## src/rtl/uart_rx_scoreboard_pkg.sv

```systemverilog
`default_nettype none
// ============================================================================
//  Module      : uart_rx_scoreboard_pkg
//  Description : Shared types and constants for the UART receive scoreboard.
//                Holds the scoreboard state enum, the byte width and the
//                saturation limit of the frame-error counter.
//  Revision    : 1.0 - initial release
// ============================================================================
package uart_rx_scoreboard_pkg;

    localparam int BYTE_W = 8;

    localparam logic [BYTE_W-1:0] FRAME_ERR_MAX = 8'd255;

    typedef enum logic [1:0] {
        ST_IDLE = 2'd0,
        ST_RUN  = 2'd1,
        ST_PASS = 2'd2,
        ST_FAIL = 2'd3
    } sb_state_t;

endpackage : uart_rx_scoreboard_pkg
`default_nettype wire

```

## src/rtl/uart_sb_fifo.sv

```systemverilog
`default_nettype none
// ============================================================================
//  Module      : uart_sb_fifo
//  Description : Synchronous first-word-fall-through FIFO. A push into a full
//                FIFO is still accepted when a pop happens in the same cycle.
//  Ports       : clk, rst       - clock, synchronous active-high reset
//                flush          - empties the FIFO (same effect as rst)
//                push, wdata    - write request and data
//                pop            - read request; rdata shows the head entry
//                full, empty    - occupancy flags
//  Revision    : 1.0 - initial release
// ============================================================================
module uart_sb_fifo #(
    parameter int DEPTH = 8,   // power of two, >= 2
    parameter int WIDTH = 8
) (
    input  logic             clk,
    input  logic             rst,
    input  logic             flush,
    input  logic             push,
    input  logic [WIDTH-1:0] wdata,
    input  logic             pop,
    output logic [WIDTH-1:0] rdata,
    output logic             full,
    output logic             empty
);

    localparam int AW = $clog2(DEPTH);

    logic [WIDTH-1:0] r_mem [DEPTH];
    logic [AW-1:0]    r_wptr;
    logic [AW-1:0]    r_rptr;
    logic [AW:0]      r_count;

    logic w_do_pop;
    logic w_do_push;

    assign full      = (r_count == (AW+1)'(DEPTH));
    assign empty     = (r_count == '0);
    assign w_do_pop  = pop & ~empty;
    // The slot freed by a simultaneous pop makes room for the push.
    assign w_do_push = push & (~full | w_do_pop);
    assign rdata     = r_mem[r_rptr];

    always_ff @(posedge clk) begin
        if (rst || flush) begin
            r_wptr  <= '0;
            r_rptr  <= '0;
            r_count <= '0;
        end else begin
            if (w_do_push) r_wptr <= r_wptr + 1'b1;
            if (w_do_pop)  r_rptr <= r_rptr + 1'b1;
            case ({w_do_push, w_do_pop})
                2'b10:   r_count <= r_count + 1'b1;
                2'b01:   r_count <= r_count - 1'b1;
                default: r_count <= r_count;
            endcase
        end
    end

    always_ff @(posedge clk) begin
        if (w_do_push && !flush) r_mem[r_wptr] <= wdata;
    end

endmodule : uart_sb_fifo
`default_nettype wire

```

## src/rtl/uart_rx_scoreboard.sv

```systemverilog
`default_nettype none
// ============================================================================
//  Module      : uart_rx_scoreboard
//  Description : Buffers decoded UART bytes and compares them in order with an
//                expected message. Reports pass/fail, first mismatch position,
//                overflow, frame-error count and (optionally) idle timeout.
//  Ports       : clk, rst                  - clock, synchronous active-high reset
//                rx_byte/rx_valid/rx_frame_err - decoded byte stream
//                expected                  - message, byte 0 in bits [7:0]
//                arm                       - start/restart a check
//                stall                     - holds off compare/pop
//                busy/done/pass/fail       - verdict
//                overflow/timeout          - sticky failure causes
//                mismatch_idx/got_byte     - first mismatch details
//                rcv_count/frame_err_cnt   - progress counters
//  Options     : UART_RX_SCOREBOARD_TIMEOUT_EN - builds the idle timeout
//  Revision    : 1.0 - initial release
// ============================================================================
module uart_rx_scoreboard
    import uart_rx_scoreboard_pkg::*;
#(
    parameter int MSG_LEN        = 3,
    parameter int DEPTH          = 8,
    parameter int TIMEOUT_CYCLES = 150000
) (
    input  logic                       clk,
    input  logic                       rst,
    input  logic [7:0]                 rx_byte,
    input  logic                       rx_valid,
    input  logic                       rx_frame_err,
    input  logic [8*MSG_LEN-1:0]       expected,
    input  logic                       arm,
    input  logic                       stall,
    output logic                       busy,
    output logic                       done,
    output logic                       pass,
    output logic                       fail,
    output logic                       overflow,
    output logic                       timeout,
    output logic [$clog2(MSG_LEN):0]   mismatch_idx,
    output logic [7:0]                 got_byte,
    output logic [$clog2(MSG_LEN):0]   rcv_count,
    output logic [7:0]                 frame_err_cnt
);

    localparam int CW = $clog2(MSG_LEN) + 1;

    sb_state_t         r_state;
    sb_state_t         w_state_next;
    logic [CW-1:0]     r_rcv_count;
    logic [CW-1:0]     r_mismatch_idx;
    logic [BYTE_W-1:0] r_got_byte;
    logic [BYTE_W-1:0] r_frame_err_cnt;
    logic              r_overflow;

    logic              w_fifo_full;
    logic              w_fifo_empty;
    logic [BYTE_W-1:0] w_fifo_rdata;
    logic [BYTE_W-1:0] w_exp_byte;
    logic [CW-1:0]     w_rcv_next;
    logic w_run, w_push_req, w_pop, w_overflow;
    logic w_match, w_mismatch, w_pass_hit;
    logic w_timeout_hit, w_timeout_fail;

    // arm overrides everything in its cycle, so bytes strobed with it are dropped.
    assign w_run          = (r_state == ST_RUN) & ~arm;
    assign w_push_req     = w_run & rx_valid & ~rx_frame_err;
    assign w_pop          = w_run & ~w_fifo_empty & ~stall;
    assign w_overflow     = w_push_req & w_fifo_full & ~w_pop;
    assign w_match        = w_pop & (w_fifo_rdata == w_exp_byte);
    assign w_mismatch     = w_pop & ~w_match;
    assign w_pass_hit     = w_match & (r_rcv_count == CW'(MSG_LEN - 1));
    // A compare verdict in the same cycle takes precedence over the timeout.
    assign w_timeout_fail = w_timeout_hit & ~w_pass_hit & ~w_mismatch;
    assign w_rcv_next     = w_match ? r_rcv_count + 1'b1 : r_rcv_count;

    always_comb begin
        w_exp_byte = '0;
        for (int k = 0; k < MSG_LEN; k++) begin
            if (r_rcv_count == CW'(k)) w_exp_byte = expected[BYTE_W*k +: BYTE_W];
        end
    end

    uart_sb_fifo #(
        .DEPTH (DEPTH),
        .WIDTH (BYTE_W)
    ) u_fifo (
        .clk   (clk),
        .rst   (rst),
        .flush (arm),
        .push  (w_push_req),
        .wdata (rx_byte),
        .pop   (w_pop),
        .rdata (w_fifo_rdata),
        .full  (w_fifo_full),
        .empty (w_fifo_empty)
    );

    always_ff @(posedge clk) begin
        if (rst) r_state <= ST_IDLE;
        else     r_state <= w_state_next;
    end

    always_comb begin
        w_state_next = r_state;
        if (arm) begin
            w_state_next = ST_RUN;
        end else if (r_state == ST_RUN) begin
            if (w_pass_hit)                                  w_state_next = ST_PASS;
            else if (w_mismatch | w_overflow | w_timeout_fail) w_state_next = ST_FAIL;
        end
    end

    always_ff @(posedge clk) begin
        if (rst || arm) begin
            r_rcv_count     <= '0;
            r_mismatch_idx  <= '0;
            r_got_byte      <= '0;
            r_frame_err_cnt <= '0;
            r_overflow      <= 1'b0;
        end else if (w_run) begin
            r_rcv_count <= w_rcv_next;
            if (w_mismatch) begin
                r_mismatch_idx <= r_rcv_count;
                r_got_byte     <= w_fifo_rdata;
            end
            if (w_timeout_fail) r_mismatch_idx <= w_rcv_next;
            if (w_overflow)     r_overflow     <= 1'b1;
            if (rx_valid && rx_frame_err && (r_frame_err_cnt != FRAME_ERR_MAX))
                r_frame_err_cnt <= r_frame_err_cnt + 1'b1;
        end
    end

`ifdef UART_RX_SCOREBOARD_TIMEOUT_EN
    localparam int TW = $clog2(TIMEOUT_CYCLES) + 1;

    logic [TW-1:0] r_idle_cnt;
    logic          r_timeout;

    // Counts RUN cycles since arm or the last strobe of any kind.
    always_ff @(posedge clk) begin
        if (rst || arm) begin
            r_idle_cnt <= '0;
            r_timeout  <= 1'b0;
        end else if (w_run) begin
            r_idle_cnt <= rx_valid ? '0 : r_idle_cnt + 1'b1;
            if (w_timeout_fail) r_timeout <= 1'b1;
        end
    end

    assign w_timeout_hit = w_run & ~rx_valid & (r_idle_cnt == TW'(TIMEOUT_CYCLES - 1));
    assign timeout       = r_timeout;
`else
    // TIMEOUT_CYCLES only matters when the timeout is built.
    logic w_unused_timeout_cfg;
    assign w_unused_timeout_cfg = ^(32'(TIMEOUT_CYCLES));
    assign w_timeout_hit        = 1'b0;
    assign timeout              = 1'b0;
`endif

    assign busy          = (r_state == ST_RUN);
    assign pass          = (r_state == ST_PASS);
    assign fail          = (r_state == ST_FAIL);
    assign done          = pass | fail;
    assign overflow      = r_overflow;
    assign mismatch_idx  = r_mismatch_idx;
    assign got_byte      = r_got_byte;
    assign rcv_count     = r_rcv_count;
    assign frame_err_cnt = r_frame_err_cnt;

endmodule : uart_rx_scoreboard
`default_nettype wire

```

## config.mk

```make
export PLATFORM = sky130hd
export DESIGN_NAME = uart_rx_scoreboard
export DESIGN_NICKNAME = d
export VERILOG_FILES = /design/src/rtl/uart_rx_scoreboard_pkg.sv /design/src/rtl/uart_sb_fifo.sv /design/src/rtl/uart_rx_scoreboard.sv
export SDC_FILE = /design/constraint.sdc
export NUM_CORES = 1
export LEC_CHECK = 0
export CAP_MARGIN = 10
export CORE_AREA = 2 2 99 101
export CTS_BUF_LIST = sky130_fd_sc_hd__clkbuf_4
export DETAILED_ROUTE_END_ITERATION = 16
export DIE_AREA = 0 0 101 103
export PLACE_DENSITY_LB_ADDON = 0.15
export SYNTH_ARGS = -nofsm -noshare
export SYNTH_HDL_FRONTEND = slang
export SYNTH_SLANG_ARGS = --single-unit
```

## constraint.sdc

```tcl
create_clock -name clk -period 3.6 [get_ports clk]
set_clock_uncertainty 0.2 [all_clocks]
set_input_delay 1.08 -clock clk [delete_from_list [all_inputs] [get_ports clk]]
set_output_delay 1.08 -clock clk [all_outputs]
set_load 0.01 [all_outputs]
```

== Word level (Yosys, flattened, before mapping) ==
Memories as Yosys holds them, arrays and structs flattened. A register that Yosys moved wholly into a read port is not among the register bits.
Cells that the tools add are included.
Operators by class
  $add $sub $neg: 6
  equal/unequal tests: 10
  multiplexer cells: 12
  bitwise gates (word level): 22
  reduce and logical (&&, ||, !) cells: 18
Operators by type and width (number)
  $mux 8: 3
  $and 1x1->1: 12
  $reduce_and 2->1: 6
  $add 3x1->3 const B: 3
  $add 8x1->8 const B: 1
  $eq 8x8->1: 1
  $ne 8x8->1 const B: 1
  $pmux 4 s2: 1
  $not 1->1: 7
  $eq 2x2->1 const B: 3
  $mux 3: 2
  $reduce_bool 2->1: 3
  $add 4x1->4 const B: 1
  $eq 2x1->1 const B: 2
  $eq 4x4->1 const B: 1
  $logic_not 4->1: 1
  $mux 1: 4
  $mux 2: 2
  $sub 4x1->4 const B: 1
  $eq 3x1->1 const B: 1
  $eq 3x2->1 const B: 1
  $logic_and 1x1->1: 3
  $logic_not 3->1: 1
  $or 1x1->1: 3
  4 further kinds: 4
Storage, ports and cells
  bits in registers: 35
  bits in writable memories: 64
  bits of input ports: 38
  logic and storage cells: 79
  memories: 1
Memories
  u_fifo.r_mem: words 8, width 8, read ports 1, clocked after memory_dff 1, write ports 1, RTL line uart_sb_fifo.sv:30  | logic [WIDTH-1:0] r_mem [DEPTH];

== Longest topological paths before layout ==
  depth in word-level cells: 13
  depth in mapped cells: 13
  gate-level depth less buffers: 13

== Cells and area by module ==
From an unflattened synthesis, not the netlist that was laid out.
Unflattened totals
  cell total of the unflattened synthesis: 418
  area, all modules: 5123.7 µm²
By module, submodules not included
  uart_sb_fifo: instances 1, cells each 180, area each 3220.6 µm², sequential area each 2182.1 µm²
  uart_rx_scoreboard: instances 1, cells each 238, area each 1903.1 µm², sequential area each 500.5 µm²

== Worst setup path after synthesis ==
OpenSTA, ideal clock, no wires.
  path type: input -> register
  start: in arm
  end: mem u_fifo.r_mem[2][0] (enable)
  data arrival time: 2.745 ns
  required time: 3.002 ns
  path slack: 0.257 ns
  stages: 5
  path buffers: 0
  path through: nor3b_1 > nand2b_1 > nor2b_1 > nand2b_1 > nor4b_1
Between the ends
  cells in the longest elaborated chain, start to end: 10
RTL lines
  start, declared: RTL line uart_rx_scoreboard.sv:32  | input logic arm,
  $not 1->1: RTL line uart_rx_scoreboard.sv:66  | assign w_run = (r_state == ST_RUN) & ~arm;
  $and 1x1->1: RTL line uart_rx_scoreboard.sv:66
  $and 1x1->1 (2 in series): RTL line uart_rx_scoreboard.sv:68  | assign w_pop = w_run & ~w_fifo_empty & ~stall;
  $and 1x1->1: RTL line uart_sb_fifo.sv:40  | assign w_do_pop = pop & ~empty;
  $or 1x1->1: RTL line uart_sb_fifo.sv:42  | assign w_do_push = push & (~full | w_do_pop);
  $and 1x1->1: RTL line uart_sb_fifo.sv:42
  $logic_and 1x1->1 *: RTL line uart_sb_fifo.sv:62  | if (w_do_push && !flush) r_mem[r_wptr] <= wdata;
  $mux 1 *: RTL line uart_sb_fifo.sv:62
  $mux 1 (implied by the code) *: RTL line uart_sb_fifo.sv:62
  end, declared: RTL line uart_sb_fifo.sv:30
Mark *: on every way between the ends. The rest lies on a longest branch, timed or not.

== Final worst setup path ==
  start: in rx_valid
  end: reg u_fifo.r_count[2]
Between the ends
  cells in the longest elaborated chain, start to end: 5
RTL lines
  start, declared: RTL line uart_rx_scoreboard.sv:29  | input logic rx_valid,
  $and 1x1->1 * (2 in series): RTL line uart_rx_scoreboard.sv:67  | assign w_push_req = w_run & rx_valid & ~rx_frame_err;
  $and 1x1->1 *: RTL line uart_sb_fifo.sv:42
  $eq 2x1->1 / $eq 2x2->1 (equally long branches): RTL line uart_sb_fifo.sv:53  | case ({w_do_push, w_do_pop})
  $pmux 4 s2 / $reduce_bool 2->1 (equally long branches)
  end signal, assigned: RTL line uart_sb_fifo.sv:54  | 2'b10: r_count <= r_count + 1'b1;
  end signal, assigned: RTL line uart_sb_fifo.sv:55  | 2'b01: r_count <= r_count - 1'b1;
  end signal, assigned: RTL line uart_sb_fifo.sv:56  | default: r_count <= r_count;
  end, declared: RTL line uart_sb_fifo.sv:33  | logic [AW:0] r_count;
Marks and branches as above.
A chain may end at the register's enable or synchronous reset.

==> impl_metrics.tcl <==
set metrics [dict create \
    status "complete, no violations" \
    drt_first_pass_iters 4 \
    clk-insertion-delay-late_ns 0.45 \
    fp.dieW_um 101 \
    design.die.area_sq_um 10400 \
    final_layout_size_suffix_gt1_frac 0.139 \
    synth.ff_latch_count 102 \
    hold_viol_final 0 \
    crit_fanout 2 \
    fp-row-count 36 \
    ios 66 \
    finalCritPeriodShare 0.893 \
    cts_tree "done" \
    routed_wl_um 9350 \
    slew_headroom 0.620 \
    clk_pin_slew_ns 0.16 \
    cts.sinks 102 \
    worstSetupPathType "in -> reg" \
    syn_area_sq_um 4580 \
    vias 2995 \
    grt_max_degree 27 \
    cts_hold_buf 0 \
    dp_cells 538 \
    hold_class "reg -> reg" \
    cts_buffers 9 \
    grt_pass1_vias 2891 \
    ys.warnings.count 0 \
    final_max_slew_viol_count 0 \
    synth-edff-count 64 \
    yosysSeqAreaShare 0.586 \
    synthFlopType "edfxtp_1" \
    syn_nets 407 \
    grt_first_pass_wirelength_um 14700 \
    tightest_slew_ns 0.570 \
    syn_avg_cell_area_sq_um 12.8 \
    async_flop_share 0 \
    ys_types 44 \
    fillCellCount 769 \
    p_total_w 0.00192 \
    final_nets 483 \
    max_freq_mhz 311 \
    setup_violations 0 \
    clockBufferDepth 2 \
    hpwl_um 6570 \
    cp.required_ns 3.78 \
    io_buffers 64 \
    post_cts_buffers 0 \
    rsz0062_at_grt "false" \
    htree_levels 3 \
    drt_iter0_markers 189 \
    antenna-diode-count 0 \
    critPathCaptureType "flip-flop" \
    cp-start-kind "input pin" \
    root_buffer "clkbuf_4" \
    fin_crit_ns 3.21 \
    cp_data_arrival_time_ns 3.39 \
    antenna_found_initial 0 \
    grt_usage 0.186 \
    grt_overflow_total 0 \
    drc 0 \
    synthCells 359 \
    die_y_um 103 \
    via_per_inst 5.41 \
    p_leak_nw 1.91 \
    cts-resized-gates 0 \
    cap_violations 0 \
    ir_worst_vdd_mv 0.174 \
    finalWeightedCongestion 0.753 \
    area_growth_syn_to_layout_pct 21.6 \
    powerDensity_nw_per_um2 344 \
    finalNonFillerCells 554 \
    start_util 0.484 \
    drt.antenna.violating_nets 0 \
    core_sq_um 9460 \
    post_drt_wl_per_cell_um 16.9 \
]
cell usage after synthesis (all sizes together), types with 8 or more instances:
cell | n | area, sq um
dfxtp | 38 | 761
buf | 10 | 70.1
edfxtp | 64 | 1920
mux2 | 8 | 90.1
mux4 | 8 | 180
nor4b | 8 | 70.1
clkbuf | 10 | 37.5
nand3b | 9 | 67.6
ha | 10 | 125
xor2 | 11 | 96.3
inv | 14 | 52.6
nor2 | 27 | 101
mux2i | 24 | 265
nand2 | 24 | 90.1
a21oi | 20 | 100
nand3 | 8 | 40.0
critical path: stages:
cell             delay, ns
clkdlybuf4s50_1       0.45
nor3b_1               0.24
nand2b_1              0.11
nor2b_1               0.16
inv_1                 0.07
ha_1                  0.23
xor2_1                0.16
ha_1                  0.20
a21oi_1               0.14
xor2_1                0.10
or3_1                 0.32
a21oi_1               0.14
logic make-up after synthesis:
group | share of synthesized area
AND/OR/NAND/NOR | 0.120
flip-flops | 0.586
AO/OA/AOI/OAI | 0.0833
multiplexers | 0.117
buffers and inverters | 0.0350
XOR/XNOR | 0.0306
adder cells (fa/ha/maj) | 0.0273
other | 0.000819
cell usage in the layout (no fill, tap or decap), types with 6 or more instances in the layout:
cell             instances
a21oi_1                 20
dfxtp_1                 38
edfxtp_1                64
nand3_1                  8
nand2_1                 24
nand3b_1                 9
xor2_1                  11
a221oi_1                 6
mux2i_1                 22
clkbuf_4                 9
nor2_1                  27
ha_1                    10
clkdlybuf4s50_1         64
o21ai_0                  6
inv_1                   14
mux4_2                   8
buf_4                   20
nor4b_1                  8
report_power, final:
part           total [W]  switching (W)  internal [W]
Clock           0.000579       0.000414      0.000165
Combinational  0.0000931      0.0000406     0.0000525
Sequential       0.00124     0.00000167       0.00124
per-stage QoR:
step                      hold slack [ns]  utilization  cell area, sq um  worst slack, ns  setup TNS, ns
after floorplan                     0.262            -              4580            0.257              0
after global placement              0.246        0.574              5430          -0.0199        -0.0281
after detailed placement            0.255        0.574              5430          -0.0905         -0.197
after CTS                           0.275        0.589              5570            0.377              0
after global routing                0.300        0.589              5570            0.134              0
final                               0.271        0.589              5570            0.387              0
routing by layer:
metal | vias to the layer above | wire, um | GRT usage
met3 | 6 | 407 | 0.0353
met4 | 0 | 65 | 0.0551
met5 | - | 0 | 0
met2 | 57 | 4690 | 0.319
li1 | 1486 | - | -
met1 | 1446 | 4180 | 0.243
worst paths after layout:
kind / from / endpoint / slack [ns] / depth (start not counted)
worst max-delay path: rx_valid / u_fifo.r_count[2]$_SDFFE_PP0P_ / 0.39 / 12
worst min-delay path: got_byte[1]$_SDFFE_PP0P_ / got_byte[1]$_SDFFE_PP0P_ / 0.27 / 2
worst max register to register: rcv_count[0]$_SDFFE_PP0P_ / r_state[1]$_SDFFE_PP0P_ / 0.47 / 10
worst min register to register: got_byte[1]$_SDFFE_PP0P_ / got_byte[1]$_SDFFE_PP0P_ / 0.27 / 2
flip-flops by register name, indices dropped and copies added, names as in the netlist, named ones only:
signal and cells:
frame_err_cnt 8, got_byte 8, mismatch_idx 3, overflow 1, r_state 2, rcv_count 3, u_fifo.r_count 4, u_fifo.r_mem 64
u_fifo.r_rptr 3, u_fifo.r_wptr 3
layout make-up:
type                    count  area, sq um  area share
clock buffers               9         67.6      0.0121
multi-input cells         223         1740       0.312
flip-flops and latches    102         2680       0.482
repair buffers             85          811       0.146
well taps                 114          143      0.0256
inverters                  14         52.6     0.00944
clock inverters             7         75.1      0.0135
Note: power is estimated with default switching activity, not from simulation.
